<file path="src/rtl/div_pkg.sv">
// div_pkg: shared types, widths and two's-complement helpers for the sequential signed divider
package div_pkg;
  localparam int DIV_WIDTH = 8;
  localparam int CNT_W = $clog2(DIV_WIDTH);
  typedef enum logic [1:0] {IDLE, DIV, FIX, DONE} state_t;
  function automatic logic [DIV_WIDTH-1:0] f_neg(input logic [DIV_WIDTH-1:0] x);
    return ~x + DIV_WIDTH'(1);
  endfunction
  function automatic logic [DIV_WIDTH-1:0] f_abs(input logic [DIV_WIDTH-1:0] x);
    return x[DIV_WIDTH-1] ? f_neg(x) : x;
  endfunction
endpackage

</file>
<file path="src/rtl/div_step.sv">
// div_step: one combinational restoring-division step (shift in a dividend bit, trial subtract)
module div_step #(
  parameter int WIDTH = 8
) (
  input  logic [WIDTH-1:0] rem,
  input  logic             bit_in,
  input  logic [WIDTH-1:0] divisor,
  output logic [WIDTH-1:0] rem_next,
  output logic             q_bit
);
  logic [WIDTH:0] shifted, diff;
  always_comb begin
    shifted = {rem, bit_in};
    diff = shifted - {1'b0, divisor};
    q_bit = ~diff[WIDTH];
    rem_next = q_bit ? diff[WIDTH-1:0] : shifted[WIDTH-1:0];
  end
endmodule

</file>
<file path="src/rtl/signed_divider_8bit_seq.sv">
// signed_divider_8bit_seq: iterative restoring signed divider with valid/ready handshakes
module signed_divider_8bit_seq
  import div_pkg::*;
#(
  parameter int WIDTH = DIV_WIDTH
) (
  input  logic             clk,
  input  logic             rst_n,
  input  logic             in_valid,
  output logic             in_ready,
  input  logic [WIDTH-1:0] A,
  input  logic [WIDTH-1:0] B,
  output logic             out_valid,
  input  logic             out_ready,
  output logic [WIDTH-1:0] quotient,
  output logic [WIDTH-1:0] remainder,
  output logic             div_zero,
  output logic             overflow
);
  state_t state, state_n;
  logic [CNT_W-1:0] cnt;
  logic [WIDTH-1:0] pr, dq, bmag, rem_n, rmag;
  logic sign_q, sign_r, dz, ovf, q_bit, b_zero, accept;
  div_step #(.WIDTH(WIDTH)) u_step (
    .rem(pr), .bit_in(dq[WIDTH-1]), .divisor(bmag), .rem_next(rem_n), .q_bit(q_bit)
  );
  always_comb begin
    in_ready = state == IDLE;
    out_valid = state == DONE;
    b_zero = B == '0;
    accept = in_valid && in_ready;
    rmag = dz ? dq : pr;
    state_n = accept ? (b_zero ? FIX : DIV)
      : (state == DIV && cnt == '0) ? FIX
      : (state == FIX) ? DONE
      : (state == DONE && out_ready) ? IDLE : state;
  end
  // dq holds the shifting dividend and collects quotient bits from the right
  always_ff @(posedge clk or negedge rst_n) begin
    if (!rst_n) begin
      state <= IDLE;
      cnt <= '0;
      pr <= '0;
      dq <= '0;
      bmag <= '0;
      sign_q <= 1'b0;
      sign_r <= 1'b0;
      dz <= 1'b0;
      ovf <= 1'b0;
      quotient <= '0;
      remainder <= '0;
      div_zero <= 1'b0;
      overflow <= 1'b0;
    end else begin
      state <= state_n;
      if (accept) begin
        dq <= f_abs(A);
        bmag <= f_abs(B);
        pr <= '0;
        sign_q <= A[WIDTH-1] ^ B[WIDTH-1];
        sign_r <= A[WIDTH-1];
        cnt <= CNT_W'(WIDTH - 1);
        dz <= b_zero;
        ovf <= A == {1'b1, {(WIDTH-1){1'b0}}} && B == '1;
        div_zero <= 1'b0;
        overflow <= 1'b0;
      end
      if (state == DIV) begin
        pr <= rem_n;
        dq <= {dq[WIDTH-2:0], q_bit};
        cnt <= cnt - 1'b1;
      end
      if (state == FIX) begin
        quotient <= dz ? '1 : (sign_q ? f_neg(dq) : dq);
        remainder <= sign_r ? f_neg(rmag) : rmag;
        div_zero <= dz;
        overflow <= ovf;
      end
    end
  end
endmodule
</file>
<file path="config.mk">
export PLATFORM = sky130hd
export DESIGN_NAME = signed_divider_8bit_seq
export DESIGN_NICKNAME = d
export VERILOG_FILES = /design/src/rtl/div_pkg.sv /design/src/rtl/div_step.sv /design/src/rtl/signed_divider_8bit_seq.sv
export SDC_FILE = /design/constraint.sdc
export NUM_CORES = 1
export LEC_CHECK = 0
export BUFFER_PORTS_ARGS = -buffer_cell sky130_fd_sc_hd__buf_4
export CAP_MARGIN = 10
export CORE_MARGIN = 2
export CORE_UTILIZATION = 30
export CTS_CLUSTER_SIZE = 12
export DETAILED_ROUTE_END_ITERATION = 16
export HOLD_SLACK_MARGIN = 0.1
export PLACE_DENSITY_LB_ADDON = 0.05
export SYNTH_ARGS = -nofsm -noshare
export SYNTH_HDL_FRONTEND = slang
export SYNTH_SLANG_ARGS = --single-unit
</file>
<file path="constraint.sdc">
create_clock -name clk -period 6.69 [get_ports clk]
set_clock_uncertainty 0.1 [all_clocks]
set_input_delay 0.3345 -clock clk [delete_from_list [all_inputs] [get_ports clk]]
set_output_delay 0.3345 -clock clk [all_outputs]
set_load 0.01 [all_outputs]
</file>
==> flow_summary.html <==
<table>
<tr><th>Metric</th><th>Value</th></tr>
<tr><th colspan="2">Pwr</th></tr>
<tr><td>Total power density per cell area</td><td>515 nW/um^2</td></tr>
<tr><td>Internal cell power</td><td>1060 uW</td></tr>
<tr><td>Total power draw</td><td>approximately 1900 uW</td></tr>
<tr><td>Part of the total power dissipated in the clock network</td><td>a little under an eighth</td></tr>
<tr><td>Net load switching power</td><td>840 uW</td></tr>
<tr><td>Worst vdd rail ir drop</td><td>about 0.00016 V</td></tr>
<tr><td>Leakage power</td><td>0.00165 uW</td></tr>
<tr><td>Share of total power in combinational logic</td><td>56.3%</td></tr>
<tr><td>Switching part of the total</td><td>44.2%</td></tr>
<tr><td>Portion of total power attributed to sequential cells</td><td>31.7%</td></tr>
<tr><th colspan="2">Placed design</th></tr>
<tr><td>Final Wtd Congestion</td><td>between 0.7 and 0.8</td></tr>
<tr><td>Number of port buffers</td><td>39</td></tr>
<tr><td>Placed insts</td><td>512</td></tr>
<tr><td>Cell area reported after detailed placement</td><td>roughly 3600 sq um</td></tr>
<tr><td>Detailed placer's ending HPWL</td><td>5.77 mm</td></tr>
<tr><th colspan="2">Clock tree</th></tr>
<tr><td>Longest Clk Path Bufs</td><td>2</td></tr>
<tr><td>Post_cts resized</td><td>0</td></tr>
<tr><td>CTS tree</td><td>yes</td></tr>
<tr><td>Total CTS buffers</td><td>5</td></tr>
<tr><td>Setup Buffers After CTS</td><td>0</td></tr>
<tr><td>Clock Pin Slew Worst Setup and Hold Paths</td><td>0.10 ns</td></tr>
<tr><td>Clk root buf</td><td>clkbuf_8</td></tr>
<tr><td>Count of clock tree sinks</td><td>51</td></tr>
<tr><td>Clock H-tree levels</td><td>2</td></tr>
<tr><td>Clock latency at the later pin of the worst-skew pair</td><td>0.31 ns</td></tr>
<tr><th colspan="2">Worst setup path</th></tr>
<tr><td>Slowest cell on the critical path</td><td>or3_2</td></tr>
<tr><td>Critical-path maximum fanout</td><td>11</td></tr>
<tr><td>Critical setup path kind</td><td>reg -&gt; reg</td></tr>
<tr><td>Buffers and inverters on the worst path</td><td>1</td></tr>
<tr><td>FF-to-FF path depth</td><td>9</td></tr>
<tr><td>Arrival @ worst endpoint</td><td>2.79 ns</td></tr>
<tr><td>Cell family with the largest share of critical-path delay</td><td>simple AND/OR/NAND/NOR gates</td></tr>
<tr><td>Worst setup slack for register-to-register paths</td><td>4.01 ns</td></tr>
<tr><td>Kind of start point of the critical path</td><td>flop</td></tr>
<tr><td>Sort of element at the end of the critical path</td><td>flop</td></tr>
<tr><td>Endpoint of the lowest-slack register-to-register path</td><td>pr[0]</td></tr>
<tr><td>Critical path's largest stage delay</td><td>0.46 ns</td></tr>
<tr><td>Required time of the critical path</td><td>6.81 ns</td></tr>
<tr><td>Cell breakdown of the critical path</td><td>inv_1 -&gt; ha_1 -&gt; fa_1 -&gt; and2b_2 -&gt; o211ai_4 -&gt; a31oi_4 -&gt; xnor2_2 -&gt; or3_2 -&gt; o311ai_1</td></tr>
<tr><td>Critical register-to-register path startpoint</td><td>dq[7]</td></tr>
<tr><th colspan="2">Floorplanning</th></tr>
<tr><td>Full die area</td><td>between 10000 and 15000 sq um</td></tr>
<tr><td>Die X</td><td>107 um</td></tr>
<tr><td>Area of the placeable core</td><td>just over 10000 sq um</td></tr>
<tr><td>IO Pins</td><td>40</td></tr>
<tr><td>Number of placement rows</td><td>37</td></tr>
<tr><td>Die Span Y</td><td>107 um</td></tr>
<tr><td>Starting density of the core</td><td>30.8%</td></tr>
<tr><th colspan="2">Finish</th></tr>
<tr><td>Finished Core Util</td><td>35.8%</td></tr>
<tr><td>Finished layout cell area</td><td>around 3700 sq um</td></tr>
<tr><td>Non-filler cells, final</td><td>521</td></tr>
<tr><td>Final Net Count</td><td>420</td></tr>
<tr><td>N_diodes</td><td>0</td></tr>
<tr><td>Share of layout cells above drive strength 1</td><td>15.3%</td></tr>
<tr><td>Area Growth Syn to Fin</td><td>16.2%</td></tr>
<tr><th colspan="2">Synth</th></tr>
<tr><td>Post-Syn Area per Cell</td><td>8.97 sq um</td></tr>
<tr><td>Top cells by area, synth</td><td>dfrtp_1 40%, ha_1 5.9%, nand2_1 5.6%</td></tr>
<tr><td>Count of flip-flops with a built-in enable after synthesis</td><td>0</td></tr>
<tr><td>Number of unique standard cell types used by synthesis</td><td>50</td></tr>
<tr><td>Total nets after synthesis</td><td>390</td></tr>
<tr><td>Register bit total from synthesis</td><td>51</td></tr>
<tr><td>Share of Yosys cell area claimed by the top area cell type</td><td>40.2%</td></tr>
<tr><td>Synth warn</td><td>0</td></tr>
<tr><td>Fraction of the yosys area taken by sequential cells</td><td>40.2%</td></tr>
<tr><td>Biggest area consumer among synthesized cells</td><td>dfrtp_1</td></tr>
<tr><td>Synthesized instance count</td><td>approximately 350</td></tr>
<tr><td>Asr flop ratio synth</td><td>100%</td></tr>
<tr><td>Area of the mapped netlist</td><td>~3200 sq um</td></tr>
<tr><td>Top_reg_cell synth</td><td>dfrtp_1</td></tr>
<tr><th colspan="2">Hold path</th></tr>
<tr><td>Path class of the lowest-slack min-delay path</td><td>in -&gt; reg</td></tr>
<tr><td>End point of the worst hold path</td><td>state[1]</td></tr>
<tr><td>Hold Startpoint</td><td>out_ready</td></tr>
<tr><td>Hold Path Cell Cnt</td><td>4</td></tr>
<tr><th colspan="2">Timing</th></tr>
<tr><td>Relative slew margins</td><td>approximately 48%</td></tr>
<tr><td>Setup violations, final</td><td>0</td></tr>
<tr><td>Final slew viol count</td><td>0</td></tr>
<tr><td>Setup repair after global routing missed its margin</td><td>false</td></tr>
<tr><td>Total negative setup slack</td><td>0 ns</td></tr>
<tr><td>Final critical delay including setup and external delays</td><td>~2.7 ns</td></tr>
<tr><td>Highest achievable clock rate</td><td>0.374 GHz</td></tr>
<tr><td>Final-report hold violation count</td><td>0</td></tr>
<tr><td>Final critical-path share of the clock period</td><td>between 30% and 40%</td></tr>
<tr><td>Slew @ Worst Pin</td><td>0.786 ns</td></tr>
<tr><th colspan="2">Global routing</th></tr>
<tr><td>Total Routing Usage GR</td><td>14.2%</td></tr>
<tr><td>Number of global-route vias before repair</td><td>2383</td></tr>
<tr><td>Sum of overflow across all layers after global routing</td><td>0</td></tr>
<tr><td>Number of antenna violations at the first check in global routing</td><td>0</td></tr>
<tr><td>Pin count of the biggest net entering global routing</td><td>52</td></tr>
<tr><td>Global-route wire length before repair</td><td>12.8 mm</td></tr>
<tr><th colspan="2">Detailed routing</th></tr>
<tr><td>Remaining design rule violation count</td><td>0</td></tr>
<tr><td>Detailed-route vias per instance</td><td>4.71</td></tr>
<tr><td>Via count</td><td>roughly 2500</td></tr>
<tr><td>Detailed-route wire length</td><td>about 7.7 mm</td></tr>
<tr><td>DRC violation total after the first TritonRoute iteration</td><td>99</td></tr>
<tr><td>Number of optimization iterations in the first detailed-route pass</td><td>4</td></tr>
<tr><td>Per-cell routed wire length</td><td>14.7 um</td></tr>
<tr><td>Antenna-violating nets left</td><td>0</td></tr>
<tr><th colspan="2">Flow run</th></tr>
<tr><td>Number of violations of the max-capacitance limit</td><td>0</td></tr>
<tr><th colspan="2">Outcome</th></tr>
<tr><td>Run status</td><td>finished clean</td></tr>
</table>
==> stage by stage <==
stage	hold slack (ns)	worst slack [ns]
5_1_grt	0.203	3.82
6_report	0.189	4.01
2_1_floorplan	-0.0611	4.38
4_1_cts	0.184	3.99
3_3_place_gp	0.342	4.09
3_5_place_dp	0.336	4.02
==> per-layer routing <==
metal | share of wire, % | track usage, % | wire, um | up-vias
li1 | - | - | - | 1287
met1 | 51 | 20.5 | 3920 | 1124
met2 | 45 | 22.3 | 3450 | 37
met3 | 2.9 | 2.49 | 224 | 4
met4 | 0.72 | 3.06 | 55 | 0
met5 | 0 | 0 | 0 | -
==> power by group through the flow <==
stage          clock network [uW]  logic (uW)  registers [uW]
6_report                      228        1070             603
5_1_grt                       249        1220             628
4_1_cts                       238        1090             605
3_5_place_dp                    0        1080             612
3_3_place_gp                    0        1090             606
2_1_floorplan                   0         862             562
==> cells in the final DEF (no fill, tap or decap), types with 15 or more instances in the layout <==
master   Yosys  layout
dfrtp_1     51      51
nand2_1     47      47
buf_4        2      42
o21ai_0     32      32
nor2_1      23      23
inv_1       19      19
mux2i_1     16      16
xnor2_1     16      16
a21oi_1     15      15
ha_1        15      15
==> worst max path at each step <==
stage,from,end,depth (start not counted)
after floorplan,dq[7],pr[0],9
after global placement,dq[7],pr[0],9
after detailed placement,dq[7],pr[0],9
after CTS,dq[7],pr[0],9
after global routing,dq[7],pr[0],9
final,dq[7],pr[0],9
==> cell type report <==
cell class	instances	area, sq um
multi-input cells	264	1730
repair buffers	43	325
clock inverters	3	46.3
fillers	1081	6630
flip-flops and latches	51	1280
inverters	19	71.3
well taps	136	170
clock buffers	5	68.8
==> flip-flops by register name, indices dropped and copies added, names as in the netlist <==
| name | count |
|---|---|
| dq | 8 |
| ovf | 1 |
| quotient | 8 |
| state | 2 |
| bmag | 8 |
| remainder | 8 |
| cnt | 3 |
| sign_r | 1 |
| sign_q | 1 |
| div_zero | 1 |
| dz | 1 |
| overflow | 1 |
| pr | 8 |
==> worst reg2reg max path, cell delays in order (launching register included) <==
cell and delay (ns):
dfrtp_1 0.41, inv_1 0.09, ha_1 0.22, fa_1 0.41
and2b_2 0.27, o211ai_4 0.09, a31oi_4 0.22, xnor2_2 0.22
or3_2 0.46, o311ai_1 0.09
==> what timing repair did <==
action	in CTS	in global routing
hold buffers	1	0
endpoints found under the setup margin	0	0
hold endpoints to repair	51	0
==> synthesized netlist by cell type, types with 2 or more instances <==
| library cell | instances |
|---|---|
| ha_1 | 15 |
| dfrtp_1 | 51 |
| inv_1 | 19 |
| nand2_1 | 47 |
| and2_1 | 2 |
| and3_1 | 2 |
| a21oi_1 | 15 |
| nor2_1 | 23 |
| clkbuf_1 | 13 |
| o31ai_1 | 6 |
| nand3_1 | 14 |
| o21a_1 | 3 |
| o221ai_1 | 2 |
| o21ai_1 | 4 |
| or4_1 | 3 |
| nor2b_1 | 5 |
| buf_4 | 2 |
| a31oi_1 | 3 |
| o21ai_0 | 32 |
| nor3_1 | 7 |
| nand2b_1 | 5 |
| a22oi_1 | 5 |
| xor2_1 | 12 |
| buf_2 | 4 |
| a21o_1 | 2 |
| xnor2_1 | 16 |
| mux2i_1 | 16 |
| or3_1 | 4 |
==> cell families after synthesis <==
kind of cell	share of synthesized area, %
fa+ha+maj	6.54
xor+xnor	8.23
mux	5.04
flops	40.2
buf+inv	5.24
simple gates	17.9
compound gates	16.8
No activity file was read; power rests on OpenSTA's default activity.
